==> config.mk <==
export PLATFORM = sky130hd
export DESIGN_NAME = glip_host_bridge_flat
export DESIGN_NICKNAME = d
export VERILOG_FILES = /design/src/rtl/glip_pkg.sv /design/src/rtl/glip_host_bridge_if.sv /design/src/rtl/glip_sync_fifo.sv /design/src/rtl/glip_host_bridge.sv /design/src/flat_wrapper.sv
export SDC_FILE = /design/constraint.sdc
export NUM_CORES = 1
export LEC_CHECK = 0
export BUFFER_PORTS_ARGS = -buffer_cell sky130_fd_sc_hd__buf_2
export CORE_ASPECT_RATIO = 0.8
export CORE_MARGIN = 2
export CORE_UTILIZATION = 25
export CTS_CLUSTER_SIZE = 20
export DETAILED_ROUTE_END_ITERATION = 10
export PLACE_DENSITY = 0.48
export SLEW_MARGIN = 5
export SYNTH_ARGS = -nofsm -noshare
export SYNTH_HDL_FRONTEND = slang
export SYNTH_SLANG_ARGS = --single-unit
==> constraint.sdc <==
create_clock -name clk -period 7.3 [get_ports clk]
set_clock_uncertainty 0.1 [all_clocks]
set_input_delay 0.73 -clock clk [delete_from_list [all_inputs] [get_ports clk]]
set_output_delay 0.73 -clock clk [all_outputs]
set_load 0.02 [all_outputs]
==> src/rtl/glip_pkg.sv <==
// Shared constants and types for the GLIP host bridge.
// The bridge top and its stream interface both import this package.
package glip_pkg;

    localparam int GLIP_WIDTH      = 16;
    localparam int GLIP_FIFO_DEPTH = 8;

    // Bit positions inside a host control word
    localparam int CTRL_LOGIC_RST = 0;
    localparam int CTRL_COM_RST   = 1;
    localparam int CTRL_WIDTH     = 2;

    typedef struct packed {
        logic com_rst;    // bit CTRL_COM_RST
        logic logic_rst;  // bit CTRL_LOGIC_RST
    } ctrl_word_t;

    // Pointer width with the extra wrap bit that separates full from empty
    function automatic int fifo_ptr_width(input int depth);
        return $clog2(depth) + 1;
    endfunction

endpackage

==> src/rtl/glip_host_bridge_if.sv <==
// Host, system and control signals of the GLIP bridge in one bundle.
// The slave modport is the bridge itself; the master modport is its environment.
interface glip_host_bridge_if #(
    parameter int WIDTH = glip_pkg::GLIP_WIDTH
);
    import glip_pkg::*;

    logic [WIDTH-1:0]      host_in_data;
    logic                  host_in_valid;
    logic                  host_in_ready;
    logic [WIDTH-1:0]      host_out_data;
    logic                  host_out_valid;
    logic                  host_out_ready;
    logic                  host_ctrl_valid;
    logic [CTRL_WIDTH-1:0] host_ctrl_data;
    logic [WIDTH-1:0]      fifo_in_data;
    logic                  fifo_in_valid;
    logic                  fifo_in_ready;
    logic [WIDTH-1:0]      fifo_out_data;
    logic                  fifo_out_valid;
    logic                  fifo_out_ready;
    logic                  com_rst;
    logic                  logic_rst;

    modport slave (
        input  host_in_data, host_in_valid, host_out_ready,
        input  host_ctrl_valid, host_ctrl_data,
        input  fifo_in_ready, fifo_out_data, fifo_out_valid,
        output host_in_ready, host_out_data, host_out_valid,
        output fifo_in_data, fifo_in_valid, fifo_out_ready,
        output com_rst, logic_rst
    );

    modport master (
        output host_in_data, host_in_valid, host_out_ready,
        output host_ctrl_valid, host_ctrl_data,
        output fifo_in_ready, fifo_out_data, fifo_out_valid,
        input  host_in_ready, host_out_data, host_out_valid,
        input  fifo_in_data, fifo_in_valid, fifo_out_ready,
        input  com_rst, logic_rst
    );

endinterface

==> src/rtl/glip_sync_fifo.sv <==
// First-word-fall-through synchronous FIFO with wrap-bit pointers and a flush input.
// A word pushed on one edge is presented on pop_data from the following cycle.
module glip_sync_fifo
    import glip_pkg::*;
#(
    parameter int WIDTH = GLIP_WIDTH,
    parameter int DEPTH = GLIP_FIFO_DEPTH
) (
    input  logic             clk,
    input  logic             rst,
    input  logic             push,
    input  logic [WIDTH-1:0] push_data,
    input  logic             pop,
    input  logic             flush,
    output logic [WIDTH-1:0] pop_data,
    output logic             full,
    output logic             empty
);

    localparam int AW = $clog2(DEPTH);
    localparam int PW = fifo_ptr_width(DEPTH);

    logic [PW-1:0]    wr_ptr;
    logic [PW-1:0]    rd_ptr;
    logic [WIDTH-1:0] mem [DEPTH];
    logic             do_push;
    logic             do_pop;

    // Same slot with opposite wrap bits means the writer has lapped the reader
    assign full  = (wr_ptr[AW-1:0] == rd_ptr[AW-1:0]) && (wr_ptr[AW] != rd_ptr[AW]);
    assign empty = (wr_ptr == rd_ptr);

    // A full FIFO refuses a push even when a pop frees a slot on the same edge
    assign do_push = push && !full && !flush;
    assign do_pop  = pop && !empty && !flush;

    assign pop_data = mem[rd_ptr[AW-1:0]];

    always_ff @(posedge clk) begin
        // NOTE: sequential state uses non-blocking assignments so every register
        // samples pre-edge values regardless of block evaluation order.
        if (rst || flush) begin
            wr_ptr <= '0;
            rd_ptr <= '0;
        end else begin
            if (do_push) wr_ptr <= wr_ptr + 1'b1;
            if (do_pop)  rd_ptr <= rd_ptr + 1'b1;
        end
    end

    // NOTE: the storage array is deliberately not reset; the pointers alone
    // define which entries are meaningful, so clearing it would only cost logic.
    always_ff @(posedge clk) begin
        if (do_push) mem[wr_ptr[AW-1:0]] <= push_data;
    end

endmodule

==> src/rtl/glip_host_bridge.sv <==
// GLIP host<->logic bridge: one FIFO per direction plus the host control register
// that drives the held logic_rst level and the one-cycle com_rst link flush.
module glip_host_bridge
    import glip_pkg::*;
#(
    parameter int WIDTH      = GLIP_WIDTH,
    parameter int FIFO_DEPTH = GLIP_FIFO_DEPTH
) (
    input logic               clk,
    input logic               rst,
    glip_host_bridge_if.slave bus
);

    ctrl_word_t ctrl_word;
    logic       flush;
    logic       in_full;
    logic       in_empty;
    logic       out_full;
    logic       out_empty;
    logic       logic_rst_q;
    logic       com_rst_q;

    assign ctrl_word = ctrl_word_t'(bus.host_ctrl_data);

    // A com_rst request empties both directions on the same edge it is written
    assign flush = bus.host_ctrl_valid && ctrl_word.com_rst;

    glip_sync_fifo #(
        .WIDTH (WIDTH),
        .DEPTH (FIFO_DEPTH)
    ) u_in_fifo (
        .clk       (clk),
        .rst       (rst),
        .push      (bus.host_in_valid),
        .push_data (bus.host_in_data),
        .pop       (bus.fifo_in_ready),
        .flush     (flush),
        .pop_data  (bus.fifo_in_data),
        .full      (in_full),
        .empty     (in_empty)
    );

    glip_sync_fifo #(
        .WIDTH (WIDTH),
        .DEPTH (FIFO_DEPTH)
    ) u_out_fifo (
        .clk       (clk),
        .rst       (rst),
        .push      (bus.fifo_out_valid),
        .push_data (bus.fifo_out_data),
        .pop       (bus.host_out_ready),
        .flush     (flush),
        .pop_data  (bus.host_out_data),
        .full      (out_full),
        .empty     (out_empty)
    );

    assign bus.host_in_ready  = !in_full;
    assign bus.fifo_in_valid  = !in_empty;
    assign bus.fifo_out_ready = !out_full;
    assign bus.host_out_valid = !out_empty;

    // rst is checked first so a control write in a reset cycle has no effect
    always_ff @(posedge clk) begin
        if (rst) begin
            logic_rst_q <= 1'b0;
            com_rst_q   <= 1'b0;
        end else begin
            com_rst_q <= flush;
            if (bus.host_ctrl_valid) logic_rst_q <= ctrl_word.logic_rst;
        end
    end

    assign bus.logic_rst = logic_rst_q;
    assign bus.com_rst   = com_rst_q;

endmodule

==> src/flat_wrapper.sv <==
// flat-port wrapper written by rule: the top's interface ports become plain ports
module glip_host_bridge_flat import glip_pkg::*;
#(
    parameter int WIDTH      = GLIP_WIDTH,
    parameter int FIFO_DEPTH = GLIP_FIFO_DEPTH
)
  (clk, rst, bus_host_in_data, bus_host_in_valid, bus_host_out_ready, bus_host_ctrl_valid, bus_host_ctrl_data, bus_fifo_in_ready, bus_fifo_out_data, bus_fifo_out_valid, bus_host_in_ready, bus_host_out_data, bus_host_out_valid, bus_fifo_in_data, bus_fifo_in_valid, bus_fifo_out_ready, bus_com_rst, bus_logic_rst);
  glip_host_bridge_if #(.WIDTH(WIDTH)) bus_i ();
  input logic clk;
  input logic rst;
  input wire logic [$bits(bus_i.host_in_data)-1:0] bus_host_in_data;
  input wire logic [$bits(bus_i.host_in_valid)-1:0] bus_host_in_valid;
  input wire logic [$bits(bus_i.host_out_ready)-1:0] bus_host_out_ready;
  input wire logic [$bits(bus_i.host_ctrl_valid)-1:0] bus_host_ctrl_valid;
  input wire logic [$bits(bus_i.host_ctrl_data)-1:0] bus_host_ctrl_data;
  input wire logic [$bits(bus_i.fifo_in_ready)-1:0] bus_fifo_in_ready;
  input wire logic [$bits(bus_i.fifo_out_data)-1:0] bus_fifo_out_data;
  input wire logic [$bits(bus_i.fifo_out_valid)-1:0] bus_fifo_out_valid;
  output wire logic [$bits(bus_i.host_in_ready)-1:0] bus_host_in_ready;
  output wire logic [$bits(bus_i.host_out_data)-1:0] bus_host_out_data;
  output wire logic [$bits(bus_i.host_out_valid)-1:0] bus_host_out_valid;
  output wire logic [$bits(bus_i.fifo_in_data)-1:0] bus_fifo_in_data;
  output wire logic [$bits(bus_i.fifo_in_valid)-1:0] bus_fifo_in_valid;
  output wire logic [$bits(bus_i.fifo_out_ready)-1:0] bus_fifo_out_ready;
  output wire logic [$bits(bus_i.com_rst)-1:0] bus_com_rst;
  output wire logic [$bits(bus_i.logic_rst)-1:0] bus_logic_rst;
  assign bus_i.host_in_data = bus_host_in_data;
  assign bus_i.host_in_valid = bus_host_in_valid;
  assign bus_i.host_out_ready = bus_host_out_ready;
  assign bus_i.host_ctrl_valid = bus_host_ctrl_valid;
  assign bus_i.host_ctrl_data = bus_host_ctrl_data;
  assign bus_i.fifo_in_ready = bus_fifo_in_ready;
  assign bus_i.fifo_out_data = bus_fifo_out_data;
  assign bus_i.fifo_out_valid = bus_fifo_out_valid;
  assign bus_host_in_ready = bus_i.host_in_ready;
  assign bus_host_out_data = bus_i.host_out_data;
  assign bus_host_out_valid = bus_i.host_out_valid;
  assign bus_fifo_in_data = bus_i.fifo_in_data;
  assign bus_fifo_in_valid = bus_i.fifo_in_valid;
  assign bus_fifo_out_ready = bus_i.fifo_out_ready;
  assign bus_com_rst = bus_i.com_rst;
  assign bus_logic_rst = bus_i.logic_rst;
  glip_host_bridge #(.WIDTH(WIDTH), .FIFO_DEPTH(FIFO_DEPTH)) u_core (.clk(clk), .rst(rst), .bus(bus_i));
endmodule
# Word-level counts from Yosys, hierarchy flattened
# Memories as Yosys holds them, arrays and structs flattened. A register that Yosys moved wholly into a read port is not among the register bits.
# Cells that the tools add are included.
# W data, S select, Z words.
[totals]
reg_bits = 18
mem_bits_rw = 256
input_bits = 41
output_inout_bits = 38
wordCells = 43
n_memories = 2
[memory_table]
columns = ["memory", "words", "word_bits", "read_ports", "rd_ports_with_merged_regs", "write_ports", "line", "text"]
rows = [
  ["u_core.u_in_fifo.mem", 8, 16, 1, 1, 1, "glip_sync_fifo.sv:25", "logic [WIDTH-1:0] mem [DEPTH];"],
  ["u_core.u_out_fifo.mem", 8, 16, 1, 1, 1, "glip_sync_fifo.sv:25", ""],
]
[op_classes]
n_addsub = 4
eq_ne = 6
muxes = 8
reduce_logical = 17
[ops]
columns = ["operator", "n"]
rows = [
  ["$add A4 B1 Y4 const B", 4],
  ["$mux W3", 4],
  ["$logic_and A1 B1 Y1", 11],
  ["$eq A4 B4 Y1", 2],
  ["$eq A3 B3 Y1", 2],
  ["$logic_not A1 Y1", 5],
  ["$mux W1", 4],
  ["$ne A1 B1 Y1", 2],
  ["$logic_or A1 B1 Y1", 1],
]

# Longest topological paths before layout
[logic_depth]
depth_word = 7
depth_mapped = 6
mapped_depth_nobuf = 5

# Hierarchy
# Synthesis repeated with hierarchy kept, for this count alone.
[unflattened]
hier_cells = 532
hier_area_um2 = 10964.3
[modules_own_cells]
columns = ["module", "n_inst", "cells_per_inst", "area_each_um2", "seq_area_each_um2"]
rows = [
  ["glip_sync_fifo", 2, 261, 5436.5, 4063.9],
  ["glip_host_bridge", 1, 10, 91.3, 40.0],
]

# Least setup slack after synthesis
# Ideal clock, no wire load.
[synth_path]
path_type = "input to register"
from = "input port bus_host_ctrl_data[1]"
to = "memory u_core.u_out_fifo.mem[3][0] in the netlist's numbering, enable pin"
setup_ps = 436
arrival_ps = 3030
t_required_ps = 6764
setup_slack_ps = 3734
stages = 4
path_buffers = 1
path_cell_list = "nand2_1 -> clkbuf_1 -> nand3_1 -> nor4b_1"
[synth_via]
elab_chain_cells = 5
[synth_lines]
columns = ["element", "line", "text"]
rows = [
  ["start, declared", "flat_wrapper.sv:15", "input wire logic [$bits(bus_i.host_ctrl_data)-1:0] bus_host_ctrl_data;"],
  ["$logic_and A1 B1 Y1", "glip_host_bridge.sv:26", "assign flush = bus.host_ctrl_valid && ctrl_word.com_rst;"],
  ["$logic_not A1 Y1", "glip_sync_fifo.sv:34", "assign do_push = push && !full && !flush;"],
  ["$logic_and A1 B1 Y1", "glip_sync_fifo.sv:34", ""],
  ["$mux W1", "glip_sync_fifo.sv:54", "if (do_push) mem[wr_ptr[AW-1:0]] <= push_data;"],
  ["$mux W1 (not written as such)", "glip_sync_fifo.sv:54", ""],
  ["end, declared", "glip_sync_fifo.sv:25", ""],
]
# Every way passes these cells.

==> results.md <==
* Post-synth top area share at 69.6%
* Number of CTS-inserted buffers at 34
* Pwr dens at 279 nW/um2
* HPWL after detailed placement at 13.1 mm
* Die ar. at 45,900 um2
* Global-route wire length before repair at 35.1 mm
* Worst path slowest cell: mux4_2
* Worst setup EP type: output port
* Reg area at 8170 um2
* Final Cycle Share at 44.8%
* Max Buffers Root-to-Sink at 3
* Layout cell share with drive strength beyond 1 at 40.7%
* TritonCTS clock tree: built
* Pin count of the biggest net entering global routing at 33
* Slew margin rel. at between 30% and 40%
* Top post-synthesis cells by area: edfxtp_1 70%, mux4_2 13%, dfxtp_1 4.3%
* Initial antenna violation count at 2
* Startpoint types: flip-flop
* FF+latch count, synth at 280
* RSZ-0062 raised after global routing: false
* Post-synth top cells: 256 x edfxtp_1, 64 x mux4_2, 32 x mux2_2
* I/O Buffers at 78
* Nets at around 700
* Die Y at roughly 190 um
* ANT nets after route at 0
* Vias in the first global route at 5,581
* Starting density of the core at ~25%
* GP Congestion at 0.662
* Vias/cell at 4.34
* Least-Margin Pin Slew at 1.04 ns
* Worst-path clk slew at 0.06 ns
* Area Overhead vs Synth at 21.1%
* Drt first pass iters at 4
* Fin worst setup slack at between 4 and 5 ns
* Synth cell types at 46
* PostCTS Resize Cnt at 0
* Leakage at 4.29 nW
* CP Class: reg -> out
* Fmax at just over 0.3 GHz
* Final Hold Fails at 0
* Final Setup Violations at 0
* Root buffer cell: clkbuf_16
* Main flop type after synthesis: edfxtp_1
* Final WL at 23.3 mm
* Ports at ~80
* Crit Path Max Fanout at 32
* Sink Count at 280
* Hold_buf cts at 0
* Post-route cell area at 13,400 um2
* Tmin final at 3.27 ns
* Synth Area per Inst at 20.6 um2
* Core area at around 43,000 um2
* EDFF count, synth at 256
* # DRC at 0
* Slew Limit Fails at 0
* Worst Hold Class: in -> reg
* Worst Path Arrival at 2.44 ns
* Postcts setup bufs at 0
* Initial DRC count at 261
* Cell Area, Synth at 11,000 um2
* Die width at 239 um
* Largest area contributor in the netlist: edfxtp_1
* Dpl cell area at between 10,000 and 15,000 um2
* Worst slack at placement at around 4.5 ns
* Worst EP required at 6.47 ns
* Worst skew pair latency at a little under 0.5 ns
* Ys async rst share at 0%
* Synthesized Nets at 580
* Fin Setup TNS at 0 ns
* Seq/Total Area, Yosys at approximately 74%
* Multi-input combinational cell area at 2800 um2
* DR WL/cell at 19.0 um
* CP cell instances: buf_4, mux4_2, mux2_2, buf_2
* Maxcap violations at 0
* CP max stage delay at between 0.5 and 0.6 ns
* H-tree depth at 2
* VDD IR max at roughly 0.12 mV
* Vias at ~5,300
* Synth warn at 0
* Outcome: finished, final reports clean
* GR Overflow Total at 0
* Syn Inst Count at 535
* Tot GR Track Use at 10.4%
* Fill count at 4,208
* Top-count cell post-synth: edfxtp_1
* FP Rows at 68
## logic make-up (layout without fill, tap and decap cells)
| kind of cell | Yosys count | in the layout | synth area share, % |
|---|---|---|---|
| multiplexers | 98 | 98 | 16.5 |
| XOR/XNOR | 17 | 17 | 1.86 |
| AND/OR/NAND/NOR | 71 | 71 | 3.73 |
| AO/OA/AOI/OAI | 32 | 32 | 2.19 |
| flip-flops | 280 | 280 | 73.9 |
| buffers and inverters | 33 | 167 | 1.34 |
| adder cells (fa/ha/maj) | 4 | 4 | 0.453 |
| other | 0 | 1 | 0 |
## layout make-up
class                      count  share of cell area, %
multi-input combinational    222                   21.0
clock inverter                19                   1.68
clock buffer                  42                   6.74
inverter                       7                  0.196
tap                          560                   5.24
sequential                   280                   61.1
timing repair buffer          99                   4.10
antenna                        1                 0.0187
## critical path, delay by kind of cell (launching register included)
kind | cells | cell delay [ns]
muxes | 2 | 0.90
buffers and inverters | 2 | 0.72
DFF | 1 | 0.31
## flip-flops by register name, indices dropped and copies added, names as in the netlist, named ones only
signal / cells
u_core.bus.com_rst: 1
u_core.u_in_fifo.rd_ptr: 4
u_core.bus.logic_rst: 1
u_core.u_out_fifo.wr_ptr: 4
u_core.u_out_fifo.rd_ptr: 4
u_core.u_out_fifo.mem: 128
u_core.u_in_fifo.wr_ptr: 4
u_core.u_in_fifo.mem: 128
## cell usage in the layout, fill, tap and decap left out, types with 3 or more instances in the layout
cell type	count
nor4_2	3
mux4_2	64
clkinv_1	5
nor2_1	10
a21o_1	3
clkinv_2	6
nor2_2	4
o21ai_0	10
edfxtp_1	256
dfxtp_1	22
clkbuf_1	7
nand2_1	12
xor2_2	5
nand3_1	8
or3_1	4
ha_1	4
clkbuf_16	35
nor3_2	5
inv_1	7
buf_2	78
xnor2_1	5
buf_4	21
nand4_1	6
mux2_2	32
a21oi_1	9
xor2_1	6
bufinv_16	5
## per-layer routing
layer,up-vias,part of all wire [%],global-route usage [%]
li1,2428,-,-
met1,2753,50,15.6
met2,119,44,14.9
met3,34,4.6,2.24
met4,2,1.8,2.98
met5,-,0.056,0
## final timing paths
check | startpoint | endpoint | slack (ns) | depth (start not counted)
worst max register to register | u_core.u_out_fifo.wr_ptr[1] | u_core.u_out_fifo.mem[6][11] | 4.75 | 5
worst max-delay path | flip-flop | bus_fifo_in_data[5] | 4.03 | 4
worst min-delay path | rst | u_core.bus.logic_rst | 0.36 | 2
worst min register to register | u_core.bus.logic_rst | u_core.bus.logic_rst | 0.41 | 2
## metrics by stage
step                instances  util (%)  hold slack (ns)  total power, W
finish                   1230      30.8            0.363         0.00374
detailed placement       1168      28.2            0.395         0.00209
global route             1229      30.8            0.356         0.00388
global placement         1168      28.2            0.370         0.00209
floorplan                 535         -            0.421         0.00200
CTS                      1229      30.8            0.338         0.00379
## power breakdown
part | internal, W | leakage, nW | switching (W) | total (W)
Clock | 0.00106 | 0.555 | 0.000627 | 0.00168
Combinational | 0.000111 | 1.23 | 0.000148 | 0.000259
Sequential | 0.00178 | 2.51 | 0.0000127 | 0.00179
Note: power is estimated with default switching activity, not from simulation.
